$ cat src/rtl/swap_pkg.sv
// swap_pkg: shared state encoding and sizing constants for swap_capture.
package swap_pkg;
    typedef enum logic [1:0] {ST_IDLE, ST_ACQUIRE, ST_LOCKED, ST_ERROR} state_t;
    localparam int LOCK_CNT_DEF = 4;
    localparam int CNT_W = 4;
endpackage

$ cat src/rtl/swap_capture_oreg.sv
// swap_capture_oreg: one-entry output holding register with overwrite detection.
module swap_capture_oreg (
    input  logic clk,
    input  logic rst,
    input  logic i_load,
    input  logic i_a,
    input  logic i_b,
    input  logic i_ready,
    output logic o_valid,
    output logic o_a,
    output logic o_b,
    output logic o_ovf
);
    logic r_valid, r_a, r_b, r_ovf;

    always_ff @(posedge clk) begin
        if (rst) begin
            r_valid <= 1'b0;
            r_a     <= 1'b0;
            r_b     <= 1'b0;
            r_ovf   <= 1'b0;
        end else begin
            // a pending beat is lost only if nobody takes it on the same edge
            r_ovf <= i_load & r_valid & ~i_ready;
            if (i_load) begin
                r_valid <= 1'b1;
                r_a     <= i_a;
                r_b     <= i_b;
            end else if (i_ready) begin
                r_valid <= 1'b0;
            end
        end
    end

    assign o_valid = r_valid;
    assign o_a     = r_a;
    assign o_b     = r_b;
    assign o_ovf   = r_ovf;
endmodule

$ cat src/rtl/swap_capture.sv
// swap_capture: locks onto an alternating swapped lane pair and recovers the original pair.
// Optional SWAP_CAPTURE_ERRCNT_EN adds a saturating 8-bit error counter output err_cnt_o.
module swap_capture
    import swap_pkg::*;
#(
    parameter int LOCK_CNT = LOCK_CNT_DEF
) (
    input  logic       clk,
    input  logic       rst,
    input  logic       s_valid,
    input  logic       s_a,
    input  logic       s_b,
    output logic       m_valid,
    input  logic       m_ready,
    output logic       m_a,
    output logic       m_b,
    output logic       lock_o,
    output logic       phase_o,
    output logic       err_o,
`ifdef SWAP_CAPTURE_ERRCNT_EN
    output logic [7:0] err_cnt_o,
`endif
    output logic       ovf_o
);
    state_t           r_state, w_state_nx;
    logic [CNT_W-1:0] r_cnt, w_cnt_nx, w_cnt_inc;
    logic             r_ref_a, r_ref_b, r_prev_a, r_prev_b, r_phase, r_lock, r_err;
    logic             w_ref_a_nx, w_ref_b_nx, w_prev_a_nx, w_prev_b_nx, w_phase_nx, w_err_nx;
    logic             w_cons, w_load;

    assign w_cons    = (s_a == r_prev_b) && (s_b == r_prev_a);
    assign w_cnt_inc = r_cnt + 1'b1;

    always_comb begin
        w_state_nx  = r_state;
        w_cnt_nx    = r_cnt;
        w_ref_a_nx  = r_ref_a;
        w_ref_b_nx  = r_ref_b;
        w_prev_a_nx = r_prev_a;
        w_prev_b_nx = r_prev_b;
        w_phase_nx  = r_phase;
        w_err_nx    = 1'b0;
        w_load      = 1'b0;
        if (s_valid) begin
            w_prev_a_nx = s_a;
            w_prev_b_nx = s_b;
            if (r_state == ST_ACQUIRE && w_cons) begin
                w_cnt_nx   = w_cnt_inc;
                w_phase_nx = ~r_phase;
                if (w_cnt_inc == CNT_W'(LOCK_CNT)) begin
                    w_state_nx = ST_LOCKED;
                    w_load     = 1'b1;
                end
            end else if (r_state == ST_LOCKED) begin
                w_phase_nx = w_cons ? ~r_phase : r_phase;
                w_state_nx = w_cons ? ST_LOCKED : ST_ERROR;
                w_err_nx   = ~w_cons;
            end else begin
                // idle, error, or a broken acquisition: this sample becomes the new reference
                w_err_nx   = (r_state == ST_ACQUIRE);
                w_state_nx = ST_ACQUIRE;
                w_ref_a_nx = s_a;
                w_ref_b_nx = s_b;
                w_cnt_nx   = CNT_W'(1);
                w_phase_nx = 1'b0;
            end
        end
    end

    always_ff @(posedge clk) begin
        if (rst) begin
            r_state  <= ST_IDLE;
            r_cnt    <= '0;
            r_ref_a  <= 1'b0;
            r_ref_b  <= 1'b0;
            r_prev_a <= 1'b0;
            r_prev_b <= 1'b0;
            r_phase  <= 1'b0;
            r_lock   <= 1'b0;
            r_err    <= 1'b0;
        end else begin
            r_state  <= w_state_nx;
            r_cnt    <= w_cnt_nx;
            r_ref_a  <= w_ref_a_nx;
            r_ref_b  <= w_ref_b_nx;
            r_prev_a <= w_prev_a_nx;
            r_prev_b <= w_prev_b_nx;
            r_phase  <= w_phase_nx;
            r_lock   <= (w_state_nx == ST_LOCKED);
            r_err    <= w_err_nx;
        end
    end

`ifdef SWAP_CAPTURE_ERRCNT_EN
    logic [7:0] r_err_cnt;

    always_ff @(posedge clk) begin
        if (rst)
            r_err_cnt <= '0;
        else if (w_err_nx && r_err_cnt != 8'hFF)
            r_err_cnt <= r_err_cnt + 8'd1;
    end

    assign err_cnt_o = r_err_cnt;
`endif

    swap_capture_oreg u_oreg (
        .clk     (clk),
        .rst     (rst),
        .i_load  (w_load),
        .i_a     (r_ref_a),
        .i_b     (r_ref_b),
        .i_ready (m_ready),
        .o_valid (m_valid),
        .o_a     (m_a),
        .o_b     (m_b),
        .o_ovf   (ovf_o)
    );

    assign lock_o  = r_lock;
    assign phase_o = r_phase;
    assign err_o   = r_err;
endmodule

$ cat config.mk
export PLATFORM = sky130hd
export DESIGN_NAME = swap_capture
export DESIGN_NICKNAME = d
export VERILOG_FILES = /design/src/rtl/swap_pkg.sv /design/src/rtl/swap_capture_oreg.sv /design/src/rtl/swap_capture.sv
export SDC_FILE = /design/constraint.sdc
export NUM_CORES = 1
export LEC_CHECK = 0
export ABC_AREA = 0
export BUFFER_PORTS_ARGS = -buffer_cell sky130_fd_sc_hd__buf_2
export CORE_MARGIN = 10
export CORE_UTILIZATION = 50
export DETAILED_ROUTE_END_ITERATION = 10
export GPL_ROUTABILITY_DRIVEN = 0
export HOLD_SLACK_MARGIN = 0.08
export PLACE_DENSITY = 0.72
export SYNTH_ARGS = -nofsm -noshare
export SYNTH_HDL_FRONTEND = slang
export SYNTH_SLANG_ARGS = --single-unit
$ cat constraint.sdc
create_clock -name clk -period 4.3 [get_ports clk]
set_clock_uncertainty 0.2 [all_clocks]
set_input_delay 0.86 -clock clk [delete_from_list [all_inputs] [get_ports clk]]
set_output_delay 0.86 -clock clk [all_outputs]
set_load 0.02 [all_outputs]
==> summary.md <==
| Metric | Value |
|---|---|
| Tcrit/Tclk final | approximately half |
| I/O Pins | 13 |
| PortBufs | 12 |
| RSZ-0062 raised after global routing | false |
| Die Area | 3610 sq um |
| Comb pwr share | 11.0% |
| Synth Area in Adders | a little over 3% |
| Critical path class | in -> reg |
| Drt drc | 0 |
| CP arrival | 2120 ps |
| Cell internal pwr | 0.210 mW |
| CTS root buffer | clkbuf_4 |
| Post-synthesis xor/xnor area fraction | 5.45% |
| Largest net degree at the start of global routing | 20 |
| Drt first-iter violations | 8 |
| Reg clk slew, reported paths | 100 ps |
| Max stage delay on crit path | about 420 ps |
| Number of global-route vias before repair | 577 |
| Setup violators final | 0 |
| Post-Syn Instances | 86 |
| Crit path max-delay cell type | nor4_4 |
| Aggregate global-route resource usage | under 10% |
| Flop pwr share | roughly three fifths |
| Post-CTS Hold Buffers | 0 |
| Mux share of post-synthesis cell area | 8.88% |
| First-pass DRT Iterations | 4 |
| Routed Antenna Nets | 0 |
| # H-tree levels | 1 |
| Final Util | about three fifths |
| Area Overhead vs Synth | 11.7% |
| Post-synth EDFFs | 0 |
| HPWL after detailed placement | 1200 microns |
| Die X | 60.1 microns |
| Post-synth ARST share | 0% |
| Die Y | 60.1 microns |
| Slew headroom | 68.8% |
| Largest family of logic cells by synthesized area | simple AND/OR/NAND/NOR gates |
| Avg Cell Area, Syn | just over 9 sq um |
| Final Hold Violating Endpoints | 0 |
| Power density cells | 317 nW/um^2 |
| Sum Neg Setup Slack | 0 ps |
| Synth top area cells | dfxtp_1, mux2i_1, nand2b_1, a21oi_1, nor2_1 |
| Clock power share | about 31% |
| Worst-Skew Late Latency | 300 ps |
| CP Cell Sequence | buf_2 -> xor2_1 -> nor4_4 -> and4_4 -> mux2i_1 |
| Total Wirelength | 1600 microns |
| # diodes | 0 |
| Synthesized net count | 94 |
| Yosys reg bits | 17 |
| Achievable clock frequency | 479 MHz |
| # clock sinks | 17 |
| Top-count cell post-synth | dfxtp_1 |
| Post-synth cell types | 28 |
| CP required | 4330 ps |
| Vias | 645 |
| Layout cells sized above 1 | a little under a fifth |
| Post-CTS setup buffers | 0 |
| Slew @ Worst Pin | approximately 470 ps |
| Initial antenna violation count | 0 |
| Hold Path Class | reg -> reg |
| Period minus WS final | 2090 ps |
| Wire length per cell after detailed routing | 13.9 microns |
| Post-cts sizing count | 0 |
| Share of the synthesized area in the top cell type | 42.4% |
| CTS tree | done |
| Post-synth top flop | dfxtp_1 |
| Mapped cell area | 803 sq um |
| Global-route wire length before repair | 2620 microns |
| Drt via density | 5.61 |
| Seq/Total Area, Yosys | 42.4% |
| Synth Area in Compound Gates | between 10% and 20% |
| GR Overflow Total | 0 |
| Switching share of power | between 20% and 30% |
| Commonest cells post-synth | dfxtp_1, a21oi_1, nand2b_1, nor2_1, mux2i_1 |
| Worst vdd ir | 0.173 mV |
| Max_cap viols | 0 |
| TritonCTS Buffers | 3 |
| Post-Synth Simple-Gate Area | ~25% |
| CTS Buffer Depth | 2 |
| Worst Setup End Kind | flip-flop |
| CP Launch Type | primary input |
| Pins Over Slew Limit | 0 |
| Initial Util | between 50% and 60% |
| Core area | 1510 sq um |
| Synth area leader | dfxtp_1 |
| P_sw | 0.0743 mW |
| Outcome | finished, final reports clean |
| NumNets Final | 108 |
| Leak | between 0.3 and 0.4 nW |
| Synthesis Warnings | 0 |
| Crit path max fanout | 6 |
| Num rows | 14 |
-- power by group through the flow --
stage / Sequential (mW) / Combinational (mW) / Clock [mW]
floorplan: 0.169 / 0.0232 / 0
global placement: 0.169 / 0.0304 / 0
detailed placement: 0.169 / 0.0313 / 0
CTS: 0.165 / 0.0314 / 0.0876
global route: 0.166 / 0.0348 / 0.0976
finish: 0.165 / 0.0313 / 0.0877
-- logic make-up after synthesis --
group,Yosys count
multiplexers,7
adder cells (fa/ha/maj),2
buffers and inverters,5
flip-flops,17
AND/OR/NAND/NOR,34
XOR/XNOR,5
AO/OA/AOI/OAI,16
-- flip-flops by register name, summed over array words and instances, names as in the netlist --
register,count
r_cnt,4
r_state,2
err_o,1
lock_o,1
phase_o,1
r_prev_a,1
r_prev_b,1
r_ref_a,1
r_ref_b,1
u_oreg.o_a,1
u_oreg.o_b,1
u_oreg.o_ovf,1
u_oreg.o_valid,1
-- critical path, delay by kind of cell --
kind	cells	cell delay, ps
simple gates	2	740
xor+xnor	1	210
mux	1	180
buf+inv	1	130
-- final timing paths --
path                                 start          to  slack (ps)  cells after the start
worst min-delay path            u_oreg.o_a  u_oreg.o_a         280                      2
worst max register to register    r_prev_b  u_oreg.o_b        2540                      4
worst min register to register  u_oreg.o_a  u_oreg.o_a         280                      2
worst max-delay path                   s_a  u_oreg.o_b        2210                      5
-- metal layers --
metal  vias up  wire length, microns  GRT usage, %
met1       292                   718          11.1
met4         0                    37          6.09
met3         5                   119          4.24
met2        15                   723          13.8
li1        333                     -             -
met5         -                     0             0
-- per-stage QoR --
stage / std cells / setup slack [ps] / hold slack [ps] / area, sq um / power, mW
2_1_floorplan: 86 / 2170 / 252 / 803 / 0.192
3_3_place_gp: 111 / 1970 / 259 / 871 / 0.199
3_5_place_dp: 111 / 1890 / 261 / 871 / 0.200
4_1_cts: 115 / 2210 / 279 / 897 / 0.285
5_1_grt: 115 / 2170 / 303 / 897 / 0.298
6_report: 115 / 2210 / 275 / 897 / 0.285
-- cells in the final DEF, fill, tap and decap left out, types with 2 or more instances in the layout --
| master | count |
|---|---|
| nand2b_1 | 7 |
| nand3_1 | 3 |
| nor4_1 | 2 |
| a22oi_1 | 2 |
| mux2i_1 | 6 |
| a21o_1 | 2 |
| xnor2_1 | 3 |
| ha_1 | 2 |
| nand4_1 | 2 |
| inv_1 | 2 |
| clkbuf_4 | 3 |
| dfxtp_1 | 17 |
| xor2_1 | 2 |
| buf_2 | 12 |
| o21ai_0 | 2 |
| nand2_1 | 5 |
| a21oi_1 | 7 |
| nor2_1 | 7 |
| nor2b_1 | 2 |
| nor3_1 | 2 |
-- final cells by class --
type | instances | area, sq um
Sequential cell | 17 | 340
Clock buffer | 4 | 26.3
Fill cell | 126 | 609
Multi-Input combinational cell | 64 | 443
Timing Repair Buffer | 12 | 60.1
Tap cell | 16 | 20.0
Inverter | 2 | 7.51
Power figures use the tool's default switching activity.
